**config.mk**
```make
export PLATFORM = sky130hd
export DESIGN_NAME = gray_counter_flat
export DESIGN_NICKNAME = d
export VERILOG_FILES = /design/src/rtl/gray_counter_if.sv /design/src/rtl/gray_counter.sv /design/src/flat_wrapper.sv
export SDC_FILE = /design/constraint.sdc
export NUM_CORES = 1
export LEC_CHECK = 0
export CORE_MARGIN = 5
export CORE_UTILIZATION = 30
export DETAILED_ROUTE_END_ITERATION = 16
export PLACE_DENSITY = 0.6
export SKIP_LAST_GASP = 1
export SYNTH_ARGS = -nofsm -noshare
export SYNTH_HDL_FRONTEND = slang
export SYNTH_SLANG_ARGS = --single-unit
```
**constraint.sdc**
```tcl
create_clock -name clk -period 2.7 [get_ports clk]
set_input_delay 0.54 -clock clk [delete_from_list [all_inputs] [get_ports clk]]
set_output_delay 0.54 -clock clk [all_outputs]
set_load 0.05 [all_outputs]
```
**src/rtl/gray_counter_if.sv**
```systemverilog
// gray_counter_if: groups the control and result signals of gray_counter.
//   master : drives en, up, load, load_gray, load_val; observes binary, gray, tc
//   slave  : the counter side (observes controls, drives binary, gray, tc)
interface gray_counter_if #(
    parameter int WIDTH = 4
);
    logic             en;
    logic             up;
    logic             load;
    logic             load_gray;
    logic [WIDTH-1:0] load_val;
    logic [WIDTH-1:0] binary;
    logic [WIDTH-1:0] gray;
    logic             tc;

    modport master (
        output en, up, load, load_gray, load_val,
        input  binary, gray, tc
    );

    modport slave (
        input  en, up, load, load_gray, load_val,
        output binary, gray, tc
    );
endinterface

```
**src/rtl/gray_counter.sv**
```systemverilog
// gray_counter: up/down counter with registered binary and Gray outputs.
// Loadable from a binary or Gray-encoded value; wraps or saturates at limits.
//   clk : rising-edge clock
//   rst : synchronous active-high reset (binary=RESET_VAL, tc=0)
//   bus : gray_counter_if slave
//         en/up       step enable and direction (1 = increment)
//         load        load load_val (overrides en)
//         load_gray   load_val is Gray-encoded when 1
//         binary/gray current count, gray == binary ^ (binary >> 1)
//         tc          one-cycle flag for a step attempted at a limit
module gray_counter #(
    parameter int WIDTH     = 4,
    parameter bit SATURATE  = 1'b0,
    parameter int RESET_VAL = 0
) (
    input  logic          clk,
    input  logic          rst,
    gray_counter_if.slave bus
);
    localparam logic [WIDTH-1:0] RST_BIN  = WIDTH'(RESET_VAL);
    localparam logic [WIDTH-1:0] RST_GRAY = RST_BIN ^ (RST_BIN >> 1);
    localparam logic [WIDTH-1:0] MAX_VAL  = '1;

    logic [WIDTH-1:0] binary_q, binary_d;
    logic [WIDTH-1:0] gray_q, gray_d;
    logic             tc_q, tc_d;
    logic [WIDTH-1:0] load_bin;

    always_comb begin
        // Gray-to-binary: each binary bit is the XOR of all Gray bits at or above it.
        load_bin = '0;
        for (int unsigned i = 0; i < WIDTH; i++) begin
            load_bin[i] = ^(bus.load_val >> i);
        end

        binary_d = binary_q;
        tc_d     = 1'b0;
        if (bus.load) begin
            binary_d = bus.load_gray ? load_bin : bus.load_val;
        end else if (bus.en) begin
            if (bus.up) begin
                if (binary_q == MAX_VAL) begin
                    tc_d = 1'b1;
                    if (!SATURATE) binary_d = '0;
                end else begin
                    binary_d = binary_q + WIDTH'(1);
                end
            end else begin
                if (binary_q == '0) begin
                    tc_d = 1'b1;
                    if (!SATURATE) binary_d = MAX_VAL;
                end else begin
                    binary_d = binary_q - WIDTH'(1);
                end
            end
        end
        gray_d = binary_d ^ (binary_d >> 1);
    end

    always_ff @(posedge clk) begin
        if (rst) begin
            binary_q <= RST_BIN;
            gray_q   <= RST_GRAY;
            tc_q     <= 1'b0;
        end else begin
            binary_q <= binary_d;
            gray_q   <= gray_d;
            tc_q     <= tc_d;
        end
    end

    assign bus.binary = binary_q;
    assign bus.gray   = gray_q;
    assign bus.tc     = tc_q;
endmodule

```
**src/flat_wrapper.sv**
```systemverilog
// flat-port wrapper written by rule: the top's interface ports become plain ports
module gray_counter_flat 
#(
    parameter int WIDTH     = 4,
    parameter bit SATURATE  = 1'b0,
    parameter int RESET_VAL = 0
)
  (clk, rst, bus_en, bus_up, bus_load, bus_load_gray, bus_load_val, bus_binary, bus_gray, bus_tc);
  gray_counter_if #(.WIDTH(WIDTH)) bus_i ();
  input  logic clk;
  input  logic rst;
  input wire logic [$bits(bus_i.en)-1:0] bus_en;
  input wire logic [$bits(bus_i.up)-1:0] bus_up;
  input wire logic [$bits(bus_i.load)-1:0] bus_load;
  input wire logic [$bits(bus_i.load_gray)-1:0] bus_load_gray;
  input wire logic [$bits(bus_i.load_val)-1:0] bus_load_val;
  output wire logic [$bits(bus_i.binary)-1:0] bus_binary;
  output wire logic [$bits(bus_i.gray)-1:0] bus_gray;
  output wire logic [$bits(bus_i.tc)-1:0] bus_tc;
  assign bus_i.en = bus_en;
  assign bus_i.up = bus_up;
  assign bus_i.load = bus_load;
  assign bus_i.load_gray = bus_load_gray;
  assign bus_i.load_val = bus_load_val;
  assign bus_binary = bus_i.binary;
  assign bus_gray = bus_i.gray;
  assign bus_tc = bus_i.tc;
  gray_counter #(.WIDTH(WIDTH), .SATURATE(SATURATE), .RESET_VAL(RESET_VAL)) u_core (.clk(clk), .rst(rst), .bus(bus_i));
endmodule
```
==> impl_results.md, run 1 <==
- Status: finished, final reports clean
- Dominant cell by count in the synthesized netlist: dfxtp_1
- Largest net degree at the start of global routing: 11
- Maximum VDD drop: 0.332 mV
- H-tree depth: 1
- Avg Inst Size Synth: 8.37 um^2
- Placed cell area: 753 um^2
- DRT antenna net count: 0
- Unrepaired setup endpoints after global routing: no
- Placed instance count: between 100 and 150
- Post-synth top area cell: dfxtp_1
- Async SR Flop Fraction: 0
- Post-synth top area share: 0.286
- Synth Net Count: 79
- Nets: 100
- Hold_buf cts: 0
- Total GRT Usage: 0.111
- Post-DR vias/cell: 4.80
- EDFF count, synth: 0
- Hold Slack: 670 ps
- Grt ovf: 0
- Layout Cells excl Fill: 111
- FF+latch count, synth: 8
- Yosys cell types: 34
- Clk_skew: 1.97 ps
- CTS sink cnt: 8
- Final Max Slew Viols: 0
- Yosys warnings: 0
- Final WL: 1320 um
- Final Wtd Congestion: approximately 0.8
- Worst setup margin: 516 ps
- Chip Width: about 53 um
- Max Cap Violations: 0
- LEAKAGE: between 0.3 and 0.4 nW
- Nature of the critical path endpoint: flip-flop
- N_diodes: 0
- Flop-to-flop setup slack: slightly above 700 ps
- PwrDens: 512 nW/um^2
- Rows: 15
- DIE HEIGHT: 53.2 um
- Post-CTS resize count: 0
- Post-Place Worst Slack: 260 ps
- CTS root buf: clkbuf_4
- Core Region: 1750 um^2
- Crit start category: primary input
- Tcrit/Tclk final: 0.809
- Commonest cells post-synth: dfxtp_1, nor2_1, inv_1
- 1st-iter DRT viols: 23
- Crit path required time: 2840 ps
- Share of layout cells above drive strength 1: 0.105
- Setup TNS: 0 ps
- Post-route minimum period: 2180 ps
- IO Count: 19
- F_max: roughly 460 MHz
- Initial antenna violation count: 0
- Dominant synthesized flop cell: dfxtp_1
- Clock-pin slew on the worst setup and hold paths: around 50 ps
- Dominant cells by area after synthesis: dfxtp_1, xnor2_1, mux2_4
- HPWL after DPL: 1060 um
- I/O Buffers: 18
- Starting Density: 0.321
- CTS tree: done
- Vias: 533
- Area Overhead vs Synth: 38.4%
- TritonCTS buffer count: 3
- Die area: 2830 um^2
- Area of the multi-input gates: 359 um^2
- Final Setup Violations: 0
- Postcts setup bufs: 0
- Worst setup path class: primary input to flip-flop
- Post-synthesis cell count: 67
- Filler cell count: 186
- Final Hold Vio Count: 0
- Final non-filler cell area: 776 um^2
- Worst min path class: flip-flop to flip-flop
- Worst skew pair latency: 250 ps
- First drt pass iteration count: 6
- Sequential Area: 160 um^2
- Crit path arrival time: 2320 ps
- Rel. slew slack: 0.666
- Clock Tree Buf Depth: 2
- Post-Syn Area: about 560 um^2
- # DRC: 0
- First-pass GRT wire length: ~2200 um
- CP max FO: 7
- Sequential fraction of the synthesis area: 0.286
- Vias in the first global route: 506
- Worst-margin pin slew: approximately 500 ps
- Post-DR wirelength/cell: between 10 and 15 um
## final timing paths
path,start,end,depth (start not counted)
setup / recovery,bus_up,u_core.bus.gray[0],6
hold / removal,u_core.bus.binary[2],u_core.bus.tc,3
setup reg to reg,u_core.bus.binary[0],u_core.bus.gray[0],7
hold reg to reg,u_core.bus.binary[2],u_core.bus.tc,3
## cells in the final DEF (no fill, tap or decap)
master / count
nand2b_1: 2
nand3_1: 3
clkbuf_4: 3
o21ai_0: 3
xnor2_1: 4
a221oi_1: 1
and2b_1: 1
or2_1: 1
o21ai_2: 1
mux2_4: 2
o21ai_1: 1
ha_1: 2
or3b_1: 1
nand4_1: 3
mux2_2: 1
a31o_2: 1
a21oi_1: 2
o311a_1: 1
a211o_1: 1
nor3_1: 1
a31oi_1: 3
a211oi_1: 1
clkdlybuf4s50_1: 18
a21o_1: 1
and3_1: 1
dfxtp_1: 8
nor2_1: 6
nand2_1: 2
inv_1: 5
o21a_1: 1
mux2i_1: 1
nor2b_1: 2
o31a_1: 1
inv_2: 1
## power breakdown
| part | switching [mW] | leakage, nW | internal (mW) |
|---|---|---|---|
| logic | 0.0951 | 0.226 | 0.0710 |
| clock network | 0.0388 | 0.0138 | 0.0507 |
| registers | 0.0113 | 0.0663 | 0.130 |
| total | 0.145 | 0.306 | 0.252 |
## through the flow
step | power (mW) | utilization
final | 0.397 | 0.444
after global routing | 0.426 | 0.444
after CTS | 0.404 | 0.444
after detailed placement | 0.310 | 0.432
after global placement | 0.310 | 0.432
after floorplan | 0.256 | -
## flip-flops by register name (all words and copies together), names as in the netlist
signal	flops
u_core.bus.gray	4
u_core.bus.binary	3
u_core.bus.tc	1
## final cells by class
class                           instances  share of cell area
Clock buffer                            3              0.0290
Inverter                                6              0.0290
Multi-Input combinational cell         51               0.463
Sequential cell                         8               0.206
Tap cell                               25              0.0403
Timing Repair Buffer                   18               0.232
## critical path: stages
cell	delay, ps
clkdlybuf4s50_1	540
or3b_1	420
a221oi_1	270
o21ai_1	140
o21ai_2	100
mux2_4	310
## routing by layer
layer  vias to the layer above  global-route usage  part of all wire
li1                        281                   -                 -
met1                       228               0.138              0.45
met2                        22               0.163              0.47
met3                         2              0.0394             0.072
met4                         0              0.0638             0.011
met5                         -                   0                 0
## logic make-up (layout without fill, tap and decap cells)
group,count (synthesis),in the layout,synth area share
fa+ha+maj,2,2,0.0446
compound gates,18,18,0.223
flops,8,8,0.286
buf+inv,8,27,0.0737
mux,4,4,0.0915
xor+xnor,4,4,0.0625
simple gates,23,23,0.219
Power figures use the tool's default switching activity.
==> run 2: changes to the inputs <==
Clock period 2.7 ns to 2.2 ns, I/O delays scaled along.
==> run 2 against run 1 <==
Against the previous run: critical path depth shrank 5; clock power grew 19%; die area is the same; final cell count grew 5.4%; largest cell class unchanged; wire length shrank 1.4%; setup slack lost 400 ps.
==> impl_results.md, run 2 (same netlist as run 1, synthesis figures left out) <==
- Post-DR vias/cell: 4.85 (+0.92%)
- Slowest cell on the critical path: clkdlybuf4s50_1
- Number of cells on the worst reg-to-reg path: 7 (unchanged)
- TritonCTS buffer count: 3 (unchanged)
- Rel. slew slack: 0.652 (-0.0137)
- CTS tree: done
- Clock Tree Buf Depth: 2 (unchanged)
- Area Overhead vs Synth: 46.4%
- # DRC: 0 (unchanged)
- Final WL: 1300 um (-1.4%)
- Worst-margin pin slew: 520 ps (+20.5 ps)
- Hold Crit Start: u_core.bus.binary[2]
- Nets: 106 (+6.0%)
- Crit path arrival time: 1640 ps (-680 ps)
- Vias in the first global route: 542 (+7.1%)
- Final Wtd Congestion: 0.826 (+3.1%)
- Worst path bufs/invs: 1 (unchanged)
- F_max: 481 MHz
- Worst min path class: flip-flop to flip-flop
- Hold_buf cts: 0 (unchanged)
- IO Count: 19 (unchanged)
- Flop-to-flop setup slack: 270 ps (-450 ps)
- Core Region: 1750 um^2 (unchanged)
- Worst skew pair latency: 250 ps (about the same)
- CTS sink cnt: 8 (unchanged)
- Reg2reg end: u_core.bus.gray[0]
- Final Hold Vio Count: 0 (unchanged)
- Vias: 567 (+6.4%)
- DIE HEIGHT: 53.2 um (unchanged)
- Clock-pin slew on the worst setup and hold paths: 50 ps (about the same)
- Crit start category: flip-flop
- Min-Delay Endpoint: u_core.bus.tc
- Die area: 2830 um^2 (unchanged)
- DRT antenna net count: 0 (unchanged)
- CTS root buf: clkbuf_4
- Starting Density: 0.321 (unchanged)
- Post-DR wirelength/cell: 11.1 um (-6.4%)
- CP max FO: 10 (+3)
- Largest net degree at the start of global routing: 11 (unchanged)
- Status: finished, final reports clean
- Filler cell count: 182 (-2.2%)
- Crit path required time: 1760 ps (-1080 ps)
- HPWL after DPL: 1080 um (+1.9%)
- Unrepaired setup endpoints after global routing: no
- Slowest stage delay, CP: 880 ps (+340 ps)
- Post-CTS resize count: 0 (unchanged)
- Worst setup path class: flip-flop to primary output
- First drt pass iteration count: 4 (-2)
- Share of layout cells above drive strength 1: 0.163 (+0.0584)
- Initial antenna violation count: 0 (unchanged)
- Post-route minimum period: 2080 ps
- Hold-critical path depth: 3 (unchanged)
- Setup TNS: 0 ps (unchanged)
- Postcts setup bufs: 0 (unchanged)
- Worst Setup SP: u_core.bus.gray[3]
- Rows: 15 (unchanged)
- Maximum VDD drop: 0.262 mV (-21%)
- Chip Width: 53.2 um (unchanged)
- I/O Buffers: 18 (unchanged)
- Tcrit/Tclk final: 0.946
- FF-to-FF Start: u_core.bus.binary[1]
- PwrDens: 606 nW/um^2 (+18%)
- Critical-path cell list: clkdlybuf4s50_1
- First-pass GRT wire length: 2310 um (+2.8%)
- Total GRT Usage: 0.110 (-0.00123)
- LEAKAGE: 0.335 nW (+9.5%)
- H-tree depth: 1 (unchanged)
- Final Max Slew Viols: 0 (unchanged)
- Final Setup Violations: 0 (unchanged)
- Max Cap Violations: 0 (unchanged)
- Final non-filler cell area: 821 um^2 (+5.8%)
- Commonest cells after routing, fill and taps aside: clkdlybuf4s50_1, dfxtp_1, nor2_1, buf_4, inv_1
- Commonest non-fill, non-tap cell in the layout: clkdlybuf4s50_1
- 1st-iter DRT viols: 3 (-87%)
- CP top delay family: buffers and inverters
- Nature of the critical path endpoint: primary output
- Grt ovf: 0 (unchanged)
- Clk_skew: 0.775 ps (-1.19 ps)
- Placed cell area: 798 um^2 (+6.0%)
- N_diodes: 0 (unchanged)
- Max reg flops: 4 (unchanged)
[run 2: cell count changes in the layout (fill, tap and decap cells not counted), sizes merged]
cell  previous run  this run
buf              0         6
[run 2: worst max path at each step]
| stage | endpoint | slack (ps) | depth (start not counted) |
|---|---|---|---|
| floorplan | u_core.bus.gray[2] | 80 | 7 |
| global placement | u_core.bus.gray[0] | 10 | 7 |
| detailed placement | u_core.bus.gray[0] | 5 | 6 |
| CTS | bus_binary[3] | 130 | 1 |
| global route | bus_binary[3] | 70 | 1 |
| finish | bus_binary[3] | 120 | 1 |
[run 2: stage by stage]
stage | hold slack [ps] | worst slack, ps | power, mW | util | instances
2_1_floorplan | 512 | 80.7 | 0.314 | - | 67
3_3_place_gp | 682 | 11.0 | 0.393 | 0.457 | 114
3_5_place_dp | 676 | 5.08 | 0.393 | 0.457 | 114
4_1_cts | 683 | 128 | 0.504 | 0.470 | 117
5_1_grt | 712 | 65.9 | 0.539 | 0.470 | 117
6_report | 678 | 119 | 0.497 | 0.470 | 117
[run 2: power breakdown]
group	internal (mW)	total (mW)	leakage, nW	switching [mW]
Combinational	0.0973	0.216	0.255	0.118
Sequential	0.160	0.174	0.0663	0.0141
Clock	0.0621	0.107	0.0138	0.0454
Total	0.320	0.497	0.335	0.178
[run 2: layout make-up]
type / count / area [um^2] / share of cell area
flip-flops and latches: 8 / 160 / 0.195
multi-input cells: 51 / 359 / 0.437
clock buffers: 3 / 22.5 / 0.0274
inverters: 6 / 22.5 / 0.0274
repair buffers: 24 / 225 / 0.274
well taps: 25 / 31.3 / 0.0381
[run 2: metal layers]
metal  up-vias  track usage  part of all wire
met2        14        0.176              0.47
met4         0       0.0383            0.0069
met3         2       0.0254             0.046
met1       259        0.143              0.47
met5         -            0                 0
li1        292            -                 -
==> run 3: changes to the inputs <==
Settings changed: SLEW_MARGIN set to 40.
==> results of run 3 <==
Same layout as run 2: the final DEF is identical, and so are final timing and power.
